File: src/rtl/lcd_rgb_timing_gen_pkg.sv
// lcd_pkg: 480x272 panel timing defaults, FSM encoding and RGB565 to RGB888 expansion.
package lcd_pkg;
    localparam int DEF_H_SYNC   = 41;
    localparam int DEF_H_BP     = 2;
    localparam int DEF_H_ACTIVE = 480;
    localparam int DEF_H_FP     = 2;
    localparam int DEF_V_SYNC   = 10;
    localparam int DEF_V_BP     = 2;
    localparam int DEF_V_ACTIVE = 272;
    localparam int DEF_V_FP     = 2;
    localparam int DEF_H_TOTAL  = DEF_H_SYNC + DEF_H_BP + DEF_H_ACTIVE + DEF_H_FP;
    localparam int DEF_V_TOTAL  = DEF_V_SYNC + DEF_V_BP + DEF_V_ACTIVE + DEF_V_FP;

    typedef enum logic {IDLE, RUN} state_t;

    // Replicating the top bits keeps full-scale 565 values at full-scale 888.
    function automatic logic [23:0] rgb565_to_rgb888(input logic [15:0] d);
        return {d[15:11], d[15:13], d[10:5], d[10:9], d[4:0], d[4:2]};
    endfunction
endpackage

File: src/rtl/lcd_rgb_timing_gen_if.sv
// lcd_rgb_timing_gen_if: showahead FIFO read port between the read master's buffer and the timing generator.
interface lcd_rgb_timing_gen_if;
    logic [15:0] pix_data;
    logic        pix_available;
    logic        pix_read;
    modport master (input pix_data, pix_available, output pix_read);
    modport slave  (output pix_data, pix_available, input pix_read);
endinterface

File: src/rtl/lcd_rgb_timing_gen_sync_counter.sv
// lcd_sync_counter: one timing axis walking through sync, back porch, active and front porch regions.
module lcd_sync_counter #(
    parameter int SYNC   = 1,
    parameter int BP     = 1,
    parameter int ACTIVE = 1,
    parameter int FP     = 1,
    localparam int TOTAL = SYNC + BP + ACTIVE + FP,
    localparam int W     = $clog2(TOTAL)
) (
    input  logic         clk,
    input  logic         reset_n,
    input  logic         inc,
    output logic [W-1:0] cnt,
    output logic         in_sync,
    output logic         in_active,
    output logic         last
);
    localparam logic [W-1:0] SYNC_END = W'(SYNC);
    localparam logic [W-1:0] ACT_LO   = W'(SYNC + BP);
    localparam logic [W-1:0] ACT_HI   = W'(SYNC + BP + ACTIVE);
    localparam logic [W-1:0] LAST     = W'(TOTAL - 1);

    assign in_sync   = cnt < SYNC_END;
    assign in_active = cnt >= ACT_LO && cnt < ACT_HI;
    assign last      = cnt == LAST;

    always_ff @(posedge clk or negedge reset_n)
        if (!reset_n) cnt <= '0;
        else if (inc) cnt <= last ? '0 : cnt + 1'b1;
endmodule

File: src/rtl/lcd_rgb_timing_gen.sv
// lcd_rgb_timing_gen: parallel RGB panel HSYNC/VSYNC/DE generator popping RGB565 pixels from a showahead FIFO.
module lcd_rgb_timing_gen
    import lcd_pkg::*;
#(
    parameter int          H_SYNC        = DEF_H_SYNC,
    parameter int          H_BP          = DEF_H_BP,
    parameter int          H_ACTIVE      = DEF_H_ACTIVE,
    parameter int          H_FP          = DEF_H_FP,
    parameter int          V_SYNC        = DEF_V_SYNC,
    parameter int          V_BP          = DEF_V_BP,
    parameter int          V_ACTIVE      = DEF_V_ACTIVE,
    parameter int          V_FP          = DEF_V_FP,
    parameter bit          HS_POL        = 1'b0,
    parameter bit          VS_POL        = 1'b0,
    parameter logic [23:0] UNDERFLOW_RGB = 24'h0000FF
) (
    input  logic                         clk,
    input  logic                         reset_n,
    input  logic                         enable,
    input  logic                         underflow_clear,
    lcd_rgb_timing_gen_if.master         fifo,
    output logic                         frame_start,
    output logic                         frame_end,
    output logic                         underflow,
    output logic [15:0]                  underflow_count,
    output logic                         lcd_hsync,
    output logic                         lcd_vsync,
    output logic                         lcd_de,
    output logic [7:0]                   lcd_r,
    output logic [7:0]                   lcd_g,
    output logic [7:0]                   lcd_b
);
    localparam int HW = $clog2(H_SYNC + H_BP + H_ACTIVE + H_FP);
    localparam int VW = $clog2(V_SYNC + V_BP + V_ACTIVE + V_FP);
    localparam logic [HW-1:0] H_LAST_ACT = HW'(H_SYNC + H_BP + H_ACTIVE - 1);
    localparam logic [VW-1:0] V_LAST_ACT = VW'(V_SYNC + V_BP + V_ACTIVE - 1);

    state_t state, state_nxt;
    logic [HW-1:0] hcnt;
    logic [VW-1:0] vcnt;
    logic run, boundary, fs_nxt, active, starve;
    logic h_sync, h_act, h_last, v_sync, v_act, v_last;

    assign run = state == RUN;

    lcd_sync_counter #(.SYNC(H_SYNC), .BP(H_BP), .ACTIVE(H_ACTIVE), .FP(H_FP)) u_h (
        .clk, .reset_n, .inc(run), .cnt(hcnt), .in_sync(h_sync), .in_active(h_act), .last(h_last)
    );
    lcd_sync_counter #(.SYNC(V_SYNC), .BP(V_BP), .ACTIVE(V_ACTIVE), .FP(V_FP)) u_v (
        .clk, .reset_n, .inc(run && h_last), .cnt(vcnt), .in_sync(v_sync), .in_active(v_act), .last(v_last)
    );

    assign active        = run && h_act && v_act;
    assign starve        = active && !fifo.pix_available;
    assign fifo.pix_read = active && fifo.pix_available;

    // Enable is only sampled in IDLE or at the frame wrap so frames are never cut short.
    always_comb begin
        boundary  = !run || (h_last && v_last);
        state_nxt = boundary ? (enable ? RUN : IDLE) : state;
        fs_nxt    = boundary && enable;
    end

    always_ff @(posedge clk or negedge reset_n)
        if (!reset_n) state <= IDLE;
        else state <= state_nxt;

    always_ff @(posedge clk or negedge reset_n) begin
        if (!reset_n) begin
            frame_start           <= 1'b0;
            frame_end             <= 1'b0;
            lcd_hsync             <= !HS_POL;
            lcd_vsync             <= !VS_POL;
            lcd_de                <= 1'b0;
            {lcd_r, lcd_g, lcd_b} <= '0;
            underflow             <= 1'b0;
            underflow_count       <= '0;
        end else begin
            frame_start           <= fs_nxt;
            frame_end             <= active && hcnt == H_LAST_ACT && vcnt == V_LAST_ACT;
            lcd_hsync             <= (run && h_sync) ? HS_POL : !HS_POL;
            lcd_vsync             <= (run && v_sync) ? VS_POL : !VS_POL;
            lcd_de                <= active;
            {lcd_r, lcd_g, lcd_b} <= !active ? '0 : fifo.pix_available ? rgb565_to_rgb888(fifo.pix_data) : UNDERFLOW_RGB;
            underflow             <= !underflow_clear && (underflow || starve);
            underflow_count       <= underflow_clear ? '0 :
                                     (starve && underflow_count != 16'hFFFF) ? underflow_count + 1'b1 : underflow_count;
        end
    end
endmodule

File: src/flat_wrapper.sv
// flat-port wrapper written by rule: the top's interface ports become plain ports
module lcd_rgb_timing_gen_flat import lcd_pkg::*;
#(
    parameter int          H_SYNC        = DEF_H_SYNC,
    parameter int          H_BP          = DEF_H_BP,
    parameter int          H_ACTIVE      = DEF_H_ACTIVE,
    parameter int          H_FP          = DEF_H_FP,
    parameter int          V_SYNC        = DEF_V_SYNC,
    parameter int          V_BP          = DEF_V_BP,
    parameter int          V_ACTIVE      = DEF_V_ACTIVE,
    parameter int          V_FP          = DEF_V_FP,
    parameter bit          HS_POL        = 1'b0,
    parameter bit          VS_POL        = 1'b0,
    parameter logic [23:0] UNDERFLOW_RGB = 24'h0000FF
)
  (clk, reset_n, enable, underflow_clear, frame_start, frame_end, underflow, underflow_count, lcd_hsync, lcd_vsync, lcd_de, lcd_r, lcd_g, lcd_b, fifo_pix_data, fifo_pix_available, fifo_pix_read);
  lcd_rgb_timing_gen_if fifo_i ();
  input  logic clk;
  input  logic reset_n;
  input  logic enable;
  input  logic underflow_clear;
  output logic frame_start;
  output logic frame_end;
  output logic underflow;
  output logic [15:0] underflow_count;
  output logic lcd_hsync;
  output logic lcd_vsync;
  output logic lcd_de;
  output logic [7:0] lcd_r;
  output logic [7:0] lcd_g;
  output logic [7:0] lcd_b;
  input wire logic [$bits(fifo_i.pix_data)-1:0] fifo_pix_data;
  input wire logic [$bits(fifo_i.pix_available)-1:0] fifo_pix_available;
  output wire logic [$bits(fifo_i.pix_read)-1:0] fifo_pix_read;
  assign fifo_i.pix_data = fifo_pix_data;
  assign fifo_i.pix_available = fifo_pix_available;
  assign fifo_pix_read = fifo_i.pix_read;
  lcd_rgb_timing_gen #(.H_SYNC(H_SYNC), .H_BP(H_BP), .H_ACTIVE(H_ACTIVE), .H_FP(H_FP), .V_SYNC(V_SYNC), .V_BP(V_BP), .V_ACTIVE(V_ACTIVE), .V_FP(V_FP), .HS_POL(HS_POL), .VS_POL(VS_POL), .UNDERFLOW_RGB(UNDERFLOW_RGB)) u_core (.clk(clk), .reset_n(reset_n), .enable(enable), .underflow_clear(underflow_clear), .fifo(fifo_i), .frame_start(frame_start), .frame_end(frame_end), .underflow(underflow), .underflow_count(underflow_count), .lcd_hsync(lcd_hsync), .lcd_vsync(lcd_vsync), .lcd_de(lcd_de), .lcd_r(lcd_r), .lcd_g(lcd_g), .lcd_b(lcd_b));
endmodule
File: config.mk
export PLATFORM = sky130hd
export DESIGN_NAME = lcd_rgb_timing_gen_flat
export DESIGN_NICKNAME = d
export VERILOG_FILES = /design/src/rtl/lcd_rgb_timing_gen_pkg.sv /design/src/rtl/lcd_rgb_timing_gen_if.sv /design/src/rtl/lcd_rgb_timing_gen_sync_counter.sv /design/src/rtl/lcd_rgb_timing_gen.sv /design/src/flat_wrapper.sv
export SDC_FILE = /design/constraint.sdc
export NUM_CORES = 1
export LEC_CHECK = 0
export CAP_MARGIN = 20
export CORE_UTILIZATION = 45
export CTS_CLUSTER_DIAMETER = 50
export CTS_CLUSTER_SIZE = 8
export DETAILED_ROUTE_END_ITERATION = 8
export PLACE_DENSITY = 0.76
export SLEW_MARGIN = 20
export SYNTH_ARGS = -nofsm -noshare
export SYNTH_HDL_FRONTEND = slang
export SYNTH_HIERARCHICAL = 1
export SYNTH_SLANG_ARGS = --single-unit
export TNS_END_PERCENT = 30
File: constraint.sdc
create_clock -name clk -period 2.9 [get_ports clk]
set_clock_uncertainty 0.05 [all_clocks]
set_input_delay 0.58 -clock clk [delete_from_list [all_inputs] [get_ports clk]]
set_output_delay 0.58 -clock clk [all_outputs]
set_load 0.02 [all_outputs]
==> results.txt <==
----------------------------------------------------
[Outcome]
  Run status ... finished clean

[Finish]
  Antenna cells ... 0
  Number of nets in the final layout ... 404
  Synth-to-layout area growth ... 40.2%
  Final Instance Area ... 4120 um^2
  Share of final-layout standard cells stronger than drive strength 1 ... 0.196

[Drt]
  Via density ... 5.49
  Total wire length after detailed routing ... 6870 um
  Final routed DRC violation total ... 0
  Iteration-0 DRC count of the detailed router ... 113
  Total via count in the routed design ... 2521
  First-pass iteration count of the detailed router ... 4
  Detail-routed net length per standard cell ... 15.0 um
  Antenna-violating nets left ... 0

[Synth]
  Count of warnings emitted by yosys ... 6
  Post-Synthesis Net Count ... 317
  Share of async-settable or async-resettable flops after synthesis ... 1.00
  Number of enable flip-flop cells after synthesis ... 0
  Distinct cell type count of the synthesized netlist ... 57
  Average size of a mapped cell ... 10.1 um^2
  Number of synthesized register bits ... 58
  Register area share after synthesis ... 0.495
  Top FF cell, synth ... dfrtp_1
  Combined area of all synthesized cells ... 2940 um^2
  Cell count after synthesis ... 290

[Floorplan]
  Initial core utilization ... 0.465
  IO Pins ... 68
  Die Wd ... 82.8 um
  Core Region ... 6310 um^2
  Area of the die ... 6860 um^2
  Chip height ... 82.8 um
  Cell Rows ... 29

[Global route]
  Via count of the first global-routing pass ... 2417
  Global-route wire length before repair ... 11600 um
  Overall fraction of global-route tracks in use ... 0.209
  Maximum number of pins on one net before global-route repair ... 25
  Initial antenna violation count ... 0
  Final global-route overflow total ... 0

[Worst setup path]
  Critical path destination ... u_core/underflow_count[14]$_DFFE_PN0P_
  Worst endpoint data arrival time ... 3.03 ns
  Type of element launching the critical path ... register
  Endpoint type of the worst setup path ... register
  CP max FO ... 4
  Crit path from ... u_core/u_h/cnt[8]$_DFFE_PN0P_
  Slack of the worst reg-to-reg path ... 0.05 ns
  Type of the worst setup path ... reg -> reg
  Endpoint of the lowest-slack register-to-register path ... u_core/underflow_count[14]$_DFFE_PN0P_
  Required time at the worst-slack endpoint ... 3.08 ns
  Number of cell instances on the worst register-to-register path ... 8
  Launching point of the worst reg2reg path ... u_core/u_h/cnt[8]$_DFFE_PN0P_

[Clock network]
  Maximum buffer depth of the clock tree ... 2
  H-tree Lvls ... 3
  Clock root buffer master ... clkbuf_8
  Number of buffers added by the clock tree synthesis step ... 9
  Clock insertion delay at the later pin of the skew report ... 0.34 ns
  CTS sink count ... 58
  CTS tree ... yes
  Clock transition time at the flip-flop clock pins of the worst setup and hold paths ... 0.07 ns
  Cts hold-fix bufs ... 0

[Power]
  Max IR drop VDD ... 0.000337 V
  Design Power ... 2.33 mW
  Leakage power ... 1.84 nW
  Power density of the placed cells ... 566 nW/um^2

[Placement]
  Estimated wirelength of the detail-placed design ... 4710 um
  # port buffers ... 67
  Pre-CTS worst setup slack ... -0.0427 ns
  Final RePlAce weighted congestion ... 0.813
  Placed inst area ... 3790 um^2

[Timing]
  Final hold slack ... 0.168 ns
  Worst Slack Setup Final ... 0.0464 ns
  Final setup violation count ... 0
  Top achievable clock speed ... 350 MHz
  Final critical path time including I/O delays and setup ... 2.85 ns
  Pins over their slew limit ... 0
  Setup repair after global routing missed its margin ... true
  Period Utilization, post-route ... 0.984
  Worst slew pin tran ... 0.737 ns
  Max-Slew Margin vs Limit ... 0.507
  Final hold violation count ... 0
  Total negative setup slack ... 0 ns

[Job]
  Max Cap Violations ... 0

[Worst hold path]
  Class of the most critical hold timing path ... in -> async

----------------------------------------------------
==> layout by cell type, fill, tap and decap left out, types with 3 or more instances in the layout <==
| cell | count |
|---|---|
| mux2_4 | 3 |
| dfrtp_1 | 56 |
| clkbuf_8 | 11 |
| nor3_1 | 4 |
| a31oi_1 | 4 |
| nor4_4 | 3 |
| inv_1 | 14 |
| or4_4 | 3 |
| or4_1 | 4 |
| nand3_1 | 11 |
| or3_1 | 4 |
| or3_4 | 3 |
| a41oi_1 | 3 |
| nor4_1 | 5 |
| o21ai_0 | 9 |
| and3_1 | 15 |
| nor2b_1 | 5 |
| nand4_1 | 10 |
| xnor2_1 | 6 |
| o31ai_1 | 4 |
| ha_1 | 5 |
| nor2_1 | 15 |
| nand2_1 | 20 |
| nand2b_1 | 5 |
| buf_4 | 27 |
| bufinv_16 | 3 |
| clkdlybuf4s50_1 | 65 |
| a21oi_1 | 19 |
==> per-layer routing <==
metal | GRT usage | wire (um)
met5 | 0 | 0
met4 | 0.0737 | 95
met3 | 0.0596 | 331
met2 | 0.329 | 3420
met1 | 0.277 | 3020
==> report_power, final <==
part | leakage (nW) | switching, mW | total, mW | internal [mW]
registers | 0.784 | 0.0278 | 0.896 | 0.868
logic | 0.930 | 0.254 | 0.497 | 0.244
clock network | 0.123 | 0.322 | 0.940 | 0.618
total | 1.84 | 0.603 | 2.33 | 1.73
==> layout make-up <==
class	instances	area, um^2
clock buffers	12	155
clock inverters	4	97.6
fillers	479	2190
inverters	15	56.3
multi-input cells	199	1390
flip-flops and latches	58	1450
well taps	77	96.3
repair buffers	94	870
==> registers in the layout, summed over array words and instances, names as in the netlist, 5 cells and up <==
signal	flops
u_core/lcd_r	5
u_core/u_v/cnt	9
u_core/lcd_b	5
u_core/underflow_count	16
u_core/u_h/cnt	10
u_core/lcd_g	6
==> synthesized netlist by cell type, types with 5 or more instances <==
library cell / n / share of area
clkbuf_1: 5 / 0.0064
a21oi_1: 20 / 0.034
and3_1: 15 / 0.032
xnor2_1: 6 / 0.018
nand2_1: 20 / 0.026
dfrtp_1: 56 / 0.48
or4_1: 6 / 0.015
nand3_1: 11 / 0.019
nor2b_1: 5 / 0.011
nand2b_1: 5 / 0.011
inv_1: 14 / 0.018
buf_4: 9 / 0.023
or3_1: 6 / 0.013
o21ai_0: 9 / 0.015
nor4_1: 7 / 0.015
ha_1: 6 / 0.026
nor2_1: 15 / 0.019
nand4_1: 10 / 0.021
==> worst max-delay path, cell delays in order (launching register included) <==
cell	delay (ns)
dfrtp_1	0.38
or3_4	0.39
or4_4	0.48
a22oi_2	0.18
buf_4	0.15
nand4b_4	0.12
or3_4	0.39
nor4_4	0.29
mux2_4	0.33
==> what timing repair did <==
item	4_1_cts	5_1_grt
resized for setup	5	14
gates cloned	0	0
endpoints found under the hold margin	0	0
setup endpoints to repair	4	7
buffers inserted	0	1
pin swaps	0	4
==> kinds of logic (layout without fill, tap and decap cells) <==
family,after synthesis,count (layout),synth area share
adder cells (fa/ha/maj),6,6,0.0256
multiplexers,7,7,0.0273
AND/OR/NAND/NOR,122,122,0.256
XOR/XNOR,8,8,0.0239
AO/OA/AOI/OAI,56,56,0.117
buffers and inverters,33,125,0.0554
flip-flops,58,58,0.495
==> how the worst min path moves through the flow <==
stage,from,to,cells after the start
CTS,reset_n,u_core/underflow_count[8]$_DFFE_PN0P_,1
floorplan,reset_n,u_core/frame_end$_DFF_PN0_,0
detailed placement,u_core/underflow$_DFF_PN0_,u_core/underflow$_DFF_PN0_,2
global placement,u_core/underflow$_DFF_PN0_,u_core/underflow$_DFF_PN0_,2
finish,reset_n,u_core/underflow_count[8]$_DFFE_PN0P_,1
global route,reset_n,u_core/underflow_count[8]$_DFFE_PN0P_,1
==> stage by stage <==
stage	instances	utilization
6_report	459	0.652
5_1_grt	459	0.652
4_1_cts	458	0.641
3_5_place_dp	442	0.601
3_3_place_gp	442	0.601
2_1_floorplan	290	-
No activity file was read; power rests on OpenSTA's default activity.
